[src/rtl/mem_access_unit.sv]
// Load/store unit in front of a word RAM: sub-word stores are done as read-modify-write, and errors are answered without touching the RAM.
// Latency from accept edge to resp_valid: error 1, load/SW 2, SH/SB 3. Requests wait while req_ready=0 and the response is held until resp_ready.
module mem_access_unit #(
  parameter int ADDR_W = 16,
  parameter int DATA_W = 32
) (
  input  logic              clock,
  input  logic              reset,
  input  logic              req_valid,
  output logic              req_ready,
  input  logic [2:0]        req_op,
  input  logic [31:0]       req_addr,
  input  logic [DATA_W-1:0] req_wdata,
  output logic              resp_valid,
  input  logic              resp_ready,
  output logic [DATA_W-1:0] resp_rdata,
  output logic              resp_err,
  output logic              Memory_write,
  output logic [31:0]       Address,
  output logic [DATA_W-1:0] Write_data,
  input  logic [DATA_W-1:0] Read_data
);

  localparam logic [2:0] OP_LW  = 3'd0;
  localparam logic [2:0] OP_LH  = 3'd1;
  localparam logic [2:0] OP_LHU = 3'd2;
  localparam logic [2:0] OP_LB  = 3'd3;
  localparam logic [2:0] OP_LBU = 3'd4;
  localparam logic [2:0] OP_SW  = 3'd5;
  localparam logic [2:0] OP_SH  = 3'd6;
  localparam logic [2:0] OP_SB  = 3'd7;

  typedef enum logic [1:0] {S_IDLE, S_RD, S_WR, S_RESP} state_t;

  state_t              state_q, state_d;
  logic [2:0]          op_q, op_d;
  logic [1:0]          off_q, off_d;
  logic [15:0]         st_dat_q, st_dat_d;
  logic                req_ready_q, req_ready_d;
  logic                resp_valid_q, resp_valid_d;
  logic [DATA_W-1:0]   resp_rdata_q, resp_rdata_d;
  logic                resp_err_q, resp_err_d;
  logic                mem_we_q, mem_we_d;
  logic [31:0]         addr_q, addr_d;
  logic [DATA_W-1:0]   wr_dat_q, wr_dat_d;
  logic                acc_err;

  function automatic logic [DATA_W-1:0] load_ext(input logic [2:0] op, input logic [1:0] off,
                                                 input logic [DATA_W-1:0] w);
    logic [7:0]  b;
    logic [15:0] h;
    b = w[{off, 3'b000} +: 8];
    h = off[1] ? w[31:16] : w[15:0];
    case (op)
      OP_LH:   load_ext = {{16{h[15]}}, h};
      OP_LHU:  load_ext = {16'h0000, h};
      OP_LB:   load_ext = {{24{b[7]}}, b};
      OP_LBU:  load_ext = {24'h000000, b};
      default: load_ext = w;
    endcase
  endfunction

  // Only the addressed lane is replaced; the rest of the word comes from the RAM read.
  function automatic logic [DATA_W-1:0] merge_word(input logic [2:0] op, input logic [1:0] off,
                                                   input logic [DATA_W-1:0] w, input logic [15:0] d);
    logic [DATA_W-1:0] m;
    m = w;
    if (op == OP_SB) m[{off, 3'b000} +: 8] = d[7:0];
    else             m[{off[1], 4'b0000} +: 16] = d;
    merge_word = m;
  endfunction

  always_comb begin
    acc_err = (req_addr[31:ADDR_W] != '0)
           || (((req_op == OP_LW) || (req_op == OP_SW)) && (req_addr[1:0] != 2'b00))
           || (((req_op == OP_LH) || (req_op == OP_LHU) || (req_op == OP_SH)) && req_addr[0]);
  end

  always_comb begin
    state_d      = state_q;
    op_d         = op_q;
    off_d        = off_q;
    st_dat_d     = st_dat_q;
    resp_valid_d = resp_valid_q;
    resp_rdata_d = resp_rdata_q;
    resp_err_d   = resp_err_q;
    mem_we_d     = 1'b0;
    addr_d       = addr_q;
    wr_dat_d     = wr_dat_q;
    unique case (state_q)
      S_IDLE: begin
        if (req_valid && req_ready_q) begin
          op_d     = req_op;
          off_d    = req_addr[1:0];
          st_dat_d = req_wdata[15:0];
          if (acc_err) begin
            state_d      = S_RESP;
            resp_valid_d = 1'b1;
            resp_err_d   = 1'b1;
            resp_rdata_d = '0;
          end else begin
            addr_d = {req_addr[31:2], 2'b00};
            if (req_op == OP_SW) begin
              state_d  = S_WR;
              mem_we_d = 1'b1;
              wr_dat_d = req_wdata;
            end else begin
              state_d = S_RD;
            end
          end
        end
      end
      S_RD: begin
        if ((op_q == OP_SH) || (op_q == OP_SB)) begin
          state_d  = S_WR;
          mem_we_d = 1'b1;
          wr_dat_d = merge_word(op_q, off_q, Read_data, st_dat_q);
        end else begin
          state_d      = S_RESP;
          resp_valid_d = 1'b1;
          resp_err_d   = 1'b0;
          resp_rdata_d = load_ext(op_q, off_q, Read_data);
        end
      end
      S_WR: begin
        state_d      = S_RESP;
        resp_valid_d = 1'b1;
        resp_err_d   = 1'b0;
        resp_rdata_d = '0;
      end
      S_RESP: begin
        if (resp_ready) begin
          state_d      = S_IDLE;
          resp_valid_d = 1'b0;
          resp_err_d   = 1'b0;
          resp_rdata_d = '0;
        end
      end
      default: state_d = S_IDLE;
    endcase
    req_ready_d = (state_d == S_IDLE);
  end

  always_ff @(posedge clock or negedge reset) begin
    if (!reset) begin
      state_q      <= S_IDLE;
      op_q         <= OP_LW;
      off_q        <= 2'b00;
      st_dat_q     <= '0;
      req_ready_q  <= 1'b0;
      resp_valid_q <= 1'b0;
      resp_rdata_q <= '0;
      resp_err_q   <= 1'b0;
      mem_we_q     <= 1'b0;
      addr_q       <= '0;
      wr_dat_q     <= '0;
    end else begin
      state_q      <= state_d;
      op_q         <= op_d;
      off_q        <= off_d;
      st_dat_q     <= st_dat_d;
      req_ready_q  <= req_ready_d;
      resp_valid_q <= resp_valid_d;
      resp_rdata_q <= resp_rdata_d;
      resp_err_q   <= resp_err_d;
      mem_we_q     <= mem_we_d;
      addr_q       <= addr_d;
      wr_dat_q     <= wr_dat_d;
    end
  end

  assign req_ready    = req_ready_q;
  assign resp_valid   = resp_valid_q;
  assign resp_rdata   = resp_rdata_q;
  assign resp_err     = resp_err_q;
  assign Memory_write = mem_we_q;
  assign Address      = addr_q;
  assign Write_data   = wr_dat_q;

endmodule

[config.mk]
export PLATFORM = sky130hd
export DESIGN_NAME = mem_access_unit
export DESIGN_NICKNAME = d
export VERILOG_FILES = /design/src/rtl/mem_access_unit.sv
export SDC_FILE = /design/constraint.sdc
export NUM_CORES = 1
export LEC_CHECK = 0
export CELL_PAD_IN_SITES_DETAIL_PLACEMENT = 1
export CELL_PAD_IN_SITES_GLOBAL_PLACEMENT = 2
export CORE_MARGIN = 2
export CORE_UTILIZATION = 29
export CTS_CLUSTER_DIAMETER = 150
export CTS_CLUSTER_SIZE = 16
export DETAILED_ROUTE_END_ITERATION = 10
export PLACE_DENSITY_LB_ADDON = 0.1
export SLEW_MARGIN = 20
export SYNTH_ARGS = -nofsm -noshare
export SYNTH_HDL_FRONTEND = slang
export SYNTH_SLANG_ARGS = --single-unit
[constraint.sdc]
create_clock -name clock -period 2.8 [get_ports clock]
set_input_delay 0.56 -clock clock [delete_from_list [all_inputs] [get_ports clock]]
set_output_delay 0.56 -clock clock [all_outputs]
set_load 0.05 [all_outputs]
==> results of run 1 <==
-- power by group through the flow --
stage	combinational (mW)	sequential (mW)	clock, mW
final	5.41	2.78	2.22
after global routing	5.81	2.86	2.37
after CTS	5.46	2.79	2.27
after detailed placement	5.44	2.82	0
after global placement	5.34	2.80	0
after floorplan	2.43	3.95	0
-- cells in the mapped netlist (all sizes together) (2+ instances only) --
| library cell | instances | area, sq um |
|---|---|---|
| a211o | 15 | 131 |
| and2 | 8 | 50.1 |
| ha | 5 | 62.6 |
| mux2 | 40 | 469 |
| nor2b | 19 | 119 |
| nand3 | 7 | 35.0 |
| a21oi | 45 | 225 |
| dfrtp | 121 | 3030 |
| nor2 | 34 | 151 |
| o31ai | 8 | 60.1 |
| a22o | 2 | 17.5 |
| mux2i | 60 | 601 |
| nor4 | 4 | 25.0 |
| nor3 | 6 | 40.0 |
| nand2 | 37 | 139 |
| clkbuf | 22 | 82.6 |
| o211ai | 2 | 15.0 |
| nor4bb | 2 | 20.0 |
| o21ai | 11 | 58.8 |
| a221oi | 33 | 289 |
| a2111oi | 2 | 17.5 |
| buf | 28 | 159 |
| and3 | 4 | 25.0 |
| a211oi | 40 | 300 |
| a32o | 9 | 90.1 |
| nand2b | 2 | 12.5 |
| inv | 35 | 131 |
| a21o | 3 | 22.5 |
| o2bb2ai | 15 | 131 |
| o21bai | 8 | 60.1 |
-- worst paths after layout --
check,end,slack (ns)
worst min-delay path,Write_data[21],0.12
min in group clock,Address[14],0.49
worst max-delay path,Write_data[23],0.30
worst max register to register,Write_data[23],0.30
worst min register to register,Address[14],0.49
max in group asynchronous,st_dat_q[12],1.82
-- worst max-delay path, cell delays in order (launching register included) --
cell and delay [ns]:
dfrtp_2 0.41, inv_1 0.10, ha_1 0.35, nand2_1 0.06
nor3_1 0.80, a221oi_1 0.18, o31ai_1 0.35, mux2_4 0.21
-- flip-flops by register name, indices dropped and copies added, names as in the netlist, 2 cells and up --
signal	count
Address	30
st_dat_q	16
state_q	2
op_q	3
resp_rdata	32
Write_data	32
off_q	2
-- kinds of logic (layout without fill, tap and decap cells) --
group	count (synthesis)	after routing
AOI/OAI and AO/OA	195	195
adders and majority gates	5	5
muxes	101	101
buffers and inverters	85	294
and+or+nand+nor	128	128
DFF	121	121
other	1	2
xor gates and xnor gates	2	2
-- metrics by stage --
stage	area, sq um	utilization [%]	setup slack [ns]	cells
6_report	9640	42.6	0.297	1133
3_3_place_gp	9060	40.0	0.155	1101
3_5_place_dp	9060	40.0	0.107	1101
4_1_cts	9640	42.6	0.311	1133
5_1_grt	9640	42.6	0.0978	1133
2_1_floorplan	6690	-	0.466	639
-- layer usage --
| metal | routed length (um) | part of all wire, % | global-route usage [%] | vias to the layer above |
|---|---|---|---|---|
| li1 | - | - | - | 2769 |
| met1 | 10800 | 45 | 26.0 | 3026 |
| met2 | 12000 | 49 | 35.0 | 191 |
| met3 | 1250 | 5.1 | 4.92 | 19 |
| met4 | 319 | 1.3 | 4.76 | 0 |
| met5 | 0 | 0 | 0 | - |
-- layout by cell type, fill, tap and decap left out, types with 19 or more instances in the layout --
cell type and instances:
a211oi_1 40, inv_1 35, mux2_2 28, mux2i_1 60, dfrtp_1 120, clkdlybuf4s50_1 199, nand2_1 37, nor2b_1 19
a221oi_1 33, a21oi_1 45, buf_4 25, nor2_1 31
-- cell type report --
| type | instances | area share (%) |
|---|---|---|
| Clock buffer | 17 | 4.41 |
| Clock inverter | 15 | 1.60 |
| Inverter | 35 | 1.36 |
| Multi-Input combinational cell | 433 | 34.3 |
| Sequential cell | 121 | 31.4 |
| Tap cell | 285 | 3.70 |
| Timing Repair Buffer | 227 | 23.2 |
==> results.ini, run 1 <==
[cts]
clock_path_buffers=2
cts_setup_buffers=0
htree_levels=4
clk_pin_slew_ns=0.06
cts_buffers=17
clk-insertion-delay-late_ns=0.42
cts_hold_buf=0
cts.root.buffer_cell=clkbuf_16
cts_tree=done
clock-sinks=121
cts_resized=0

[die]
core_sq_mm=0.0226
chipHeight_um=156
die_area_sq_mm=0.0243
rows=55
dieWidth_um=156
io_pins=203
start_util_pct=29.5

[pwr]
seqPwrFrac_pct=26.7
leakage_nw=4.43
power_mw=10.4
internal_power_mw=5.52
p_sw_mw=4.89
power.density_mw_per_mm2=1080
p_sw_share_pct=47.0
p_clk_share_pct=21.3
p_comb_share_pct=52.0
vdd.ir_drop.worst_mv=0.383

[logic_synthesis]
syn-cell-area_sq_mm=0.00669
synth_fa_ha_area_share_pct=0.935
synth_cells=638
synth-main-ff-cell=dfrtp_1
avgSynthCellArea_sq_um=10.5
ys_ff_latch=121
ys_types=50
seq_area_frac_synth_pct=45.3
synth_top_family_by_area=compound AO/OA/AOI/OAI gates
synth_compound_area_share_pct=21.6
ys_warn_count=0
synth-edff-count=0
yosys.area_share.simple_pct=9.82
async_reset_ff_share_pct=100
synth_xor_area_share_pct=0.374
synthMuxAreaShare_pct=16.3

[routing]
dr.pass1.iters=5
routed_wirelength_um=24400
wl_per_cell_um=21.5
dr_total_vias=6005
drc=0
post_drt_via_cell_ratio=5.30
postRouteAntennaNets=0
drt_iter0_markers=311

[job]
drv_cap=0

[setup_path]
critPathCaptureType=register
worstPathArrival_ns=2.87
startpoint_type=register
crit_required_ns=3.16
reg2reg_depth=7
r2r_start=off_q[1]
startpoint=off_q[1]
timing_worst_setup_path_type=reg2reg
critPathMaxFanout=8

[grt]
grt_pass1_vias=6401
track_usage_pct=20.4
grt_pass1_wl_um=37600
overflow=0
antenna_found_initial=0
grt_max_degree=73

[finish]
seq_area_sq_mm=0.00303
area_delta_synth_final_pct=44.1
diodes=0
final_nets=943
fill_cells=2475
multiInputGateArea_sq_mm=0.00330
drive_gt1_share_pct=12.4

[timing]
relSlewSlack_pct=29.5
tightestPinTransition_ns=1.05
report.final.slew_viol_count=0
rsz0062_at_grt=false
finalCriticalPeriod_ns=2.50
hold_ws_ns=0.120
period_share_pct=89.4
finalSetupViolCount=0
clock.fmax_ghz=0.399
hold_violations=0
fin_worst_skew_ns=0.0111
setup_tns_ns=0

[worst_hold_path]
min_path_type=in2async

[placed_design]
port_buffers=200
dp.final_hpwl_um=18100
gp_congestion=0.784

[outcome]
status=finished, final reports clean

(Power assumes the default switching activity.)
==> inputs of run 2 (changes only) <==
--- a/config.mk
+++ b/config.mk
@@ -8,10 +8,11 @@
 export CELL_PAD_IN_SITES_DETAIL_PLACEMENT = 1
 export CELL_PAD_IN_SITES_GLOBAL_PLACEMENT = 2
 export CORE_MARGIN = 2
-export CORE_UTILIZATION = 29
+export CORE_UTILIZATION = 35
 export CTS_CLUSTER_DIAMETER = 150
 export CTS_CLUSTER_SIZE = 16
 export DETAILED_ROUTE_END_ITERATION = 10
+export DONT_BUFFER_PORTS = 1
 export PLACE_DENSITY_LB_ADDON = 0.1
 export SLEW_MARGIN = 20
 export SYNTH_ARGS = -nofsm -noshare
==> constraint.sdc (replaced) <==
create_clock -name clock -period 2.1 [get_ports clock]
set_input_delay 0.42 -clock clock [delete_from_list [all_inputs] [get_ports clock]]
set_output_delay 0.42 -clock clock [all_outputs]
set_load 0.05 [all_outputs]
==> results.ini, run 2 (synthesis gave the netlist of run 1 again) <==
[setup_path]
critical_path.most_common_cell=buf_4
critPathCaptureType=register  ; unchanged
startpoint_type=register  ; unchanged
crit_path_top_delay_cell=dfrtp_2  ; was nor3_1
reg2reg_depth=9  ; was 7
crit_required_ns=2.45  ; was 3.16 ns
worstPathArrival_ns=2.37  ; was 2.87 ns
startpoint=off_q[1]  ; unchanged
r2r_start=off_q[1]  ; unchanged
critPathMaxFanout=9  ; was 8
crit_chain=inv_2 > buf_4 > ha_1 > and4b_1 > buf_4 > a221oi_1 > a211oi_1 > a21oi_1 > mux2i_1  ; was inv_1 > ha_1 > nand2_1 > nor3_1 > a221oi_1 > o31ai_1 > mux2_4
slowest_delay_ns=0.44  ; was 0.80 ns
timing_worst_setup_path_type=reg2reg  ; unchanged
r2r-end=Write_data[10]  ; was Write_data[23]
reg2reg_setup_slack_ns=0.08  ; was 0.30 ns

[outcome]
status=complete, but fails checks  ; was finished, final reports clean
violations=negative hold slack

[finish]
layout_commonest_cell=dfrtp_1  ; was clkdlybuf4s50_1
fin_util_pct=42.0  ; was 42.6%
final_nets=758  ; was 943
drive_gt1_share_pct=20.2  ; was 12.4%
area_delta_synth_final_pct=17.4  ; was 44.1%
multiInputGateArea_sq_mm=0.00341  ; was 0.00330 sq mm
fill_cells=2059  ; was 2475
layout_common_cells=dfrtp_1, mux2i_1, a21oi_1  ; was clkdlybuf4s50_1, dfrtp_1, mux2i_1
seq_area_sq_mm=0.00303  ; unchanged
diodes=0  ; unchanged

[die]
core_sq_mm=0.0187  ; was 0.0226 sq mm
chipHeight_um=142  ; was 156 um
dieWidth_um=142  ; was 156 um
die_area_sq_mm=0.0202  ; was 0.0243 sq mm
io_pins=203  ; unchanged
start_util_pct=35.8  ; was 29.5%
rows=50  ; was 55

[timing]
report.final.slew_viol_count=0  ; unchanged
finalCriticalPeriod_ns=2.02  ; was 2.50 ns
clock.fmax_ghz=0.495  ; was 0.399 GHz
hold_ws_ns=-0.316  ; was 0.120 ns
hold_violations=121  ; was 0
worst_slack_ns=0.0809  ; was 0.297 ns
relSlewSlack_pct=62.0  ; was 29.5%
rsz0062_at_grt=true  ; was false
fin_worst_skew_ns=0.00904  ; was 0.0111 ns
finalSetupViolCount=0  ; unchanged
tightestPinTransition_ns=0.570  ; was 1.05 ns
period_share_pct=96.1  ; was 89.4%

[routing]
drt_iter0_markers=359  ; was 311
dr_total_vias=5310  ; was 6005
dr.pass1.iters=5  ; unchanged
wl_per_cell_um=25.1  ; was 21.5 um
postRouteAntennaNets=0  ; unchanged
drc=0  ; unchanged
post_drt_via_cell_ratio=5.92  ; was 5.30
routed_wirelength_um=22500  ; was 24400 um

[grt]
grt_pass1_wl_um=34000  ; was 37600 um
overflow=0  ; unchanged
track_usage_pct=22.4  ; was 20.4%
grt_max_degree=122  ; was 73
grt_pass1_vias=5508  ; was 6401
antenna_found_initial=0  ; unchanged

[placed_design]
dp.final_hpwl_um=16200  ; was 18100 um
port_buffers=0  ; was 200
pre_cts_ws_ns=-0.0753  ; was 0.107 ns
gp_congestion=0.830  ; was 0.784

[cts]
clk_pin_slew_ns=0.07  ; was 0.06 ns
cts_setup_buffers=0  ; unchanged
clock-sinks=121  ; unchanged
cts_tree=done  ; unchanged
cts.root.buffer_cell=clkbuf_16  ; unchanged
cts_buffers=17  ; unchanged
htree_levels=4  ; unchanged
clk-insertion-delay-late_ns=0.43  ; was 0.42 ns
clock_path_buffers=2  ; unchanged

[job]
drv_cap=0  ; unchanged

[pwr]
leakage_nw=3.79  ; was 4.43 nW
power.density_mw_per_mm2=1690  ; was 1080 mW/mm^2
vdd.ir_drop.worst_mv=0.569  ; was 0.383 mV

[worst_hold_path]
min_path_type=in2async  ; unchanged

-- run 2: cell count changes in the layout (fill, tap and decap cells not counted), moves of 4 or more --
cell | previous run | this run
clkdlybuf4s50_1 | 199 | 0
buf_4 | 25 | 35
a211oi_1 | 40 | 36
a211oi_2 | 0 | 4
clkinv_8 | 0 | 4
inv_6 | 9 | 5
-- run 2: timing repair --
action	4_1_cts	5_1_grt
gates resized for setup	5	18
pin swaps	2	4
setup endpoints to repair	17	24
hold endpoints to repair	121	121
-- run 2: power breakdown --
part	internal [mW]	switching, mW	total, mW
sequential	3.01	2.49	5.50
clock	1.61	1.38	2.98
combinational	2.03	2.73	4.77
total	6.65	6.60	13.3
-- run 2: final cells by class --
cell class / count / share of cell area, %
timing repair buffer: 42 / 5.02
clock inverter: 15 / 2.20
multi-input combinational: 433 / 43.4
tap: 234 / 3.73
clock buffer: 17 / 5.42
sequential: 121 / 38.6
inverter: 35 / 1.67
-- run 2: worst max path at each step --
stage | slack (ns) | cells after the start | to
after CTS | -0.009 | 9 | Write_data[26]
after detailed placement | -0.08 | 9 | Write_data[24]
after global routing | -0.02 | 9 | Write_data[8]
final | 0.08 | 9 | Write_data[10]
after global placement | -0.02 | 10 | Write_data[7]
after floorplan | 0.02 | 10 | Write_data[0]
-- run 2: critical path: cells and delay by family, from the launching register on --
family,cells,cell delay (ns)
AOI/OAI and AO/OA,3,0.46
buffers and inverters,3,0.48
muxes,1,0.14
DFF,1,0.44
adders and majority gates,1,0.21
and+or+nand+nor,1,0.20
-- run 2: metal layers --
metal,vias up,global-route usage (%),share of wire [%]
met5,-,0,0
met1,2675,29.2,43
met4,0,6.21,1.3
met2,223,36.1,47
met3,18,7.07,8.3
li1,2394,-,-
-- run 2: per-stage QoR --
stage | std cells | TNS, ns | hold WS (ns) | area (sq um) | total power [mW]
floorplan | 639 | 0 | 0.124 | 6710 | 8.53
global placement | 865 | -0.0227 | 0.128 | 7140 | 9.91
detailed placement | 865 | -0.344 | 0.128 | 7140 | 10.1
CTS | 897 | -0.0179 | -0.337 | 7760 | 13.2
global route | 897 | -0.0182 | -0.342 | 7850 | 14.0
finish | 897 | 0 | -0.316 | 7850 | 13.3
==> inputs of run 3 (changes only) <==
--- a/config.mk
+++ b/config.mk
@@ -13,6 +13,7 @@
 export CTS_CLUSTER_SIZE = 16
 export DETAILED_ROUTE_END_ITERATION = 10
 export DONT_BUFFER_PORTS = 1
+export GPL_ROUTABILITY_DRIVEN = 0
 export PLACE_DENSITY_LB_ADDON = 0.1
 export SLEW_MARGIN = 20
 export SYNTH_ARGS = -nofsm -noshare
==> results of run 3 <==
Final layout, timing and power as in run 2 (identical DEF).
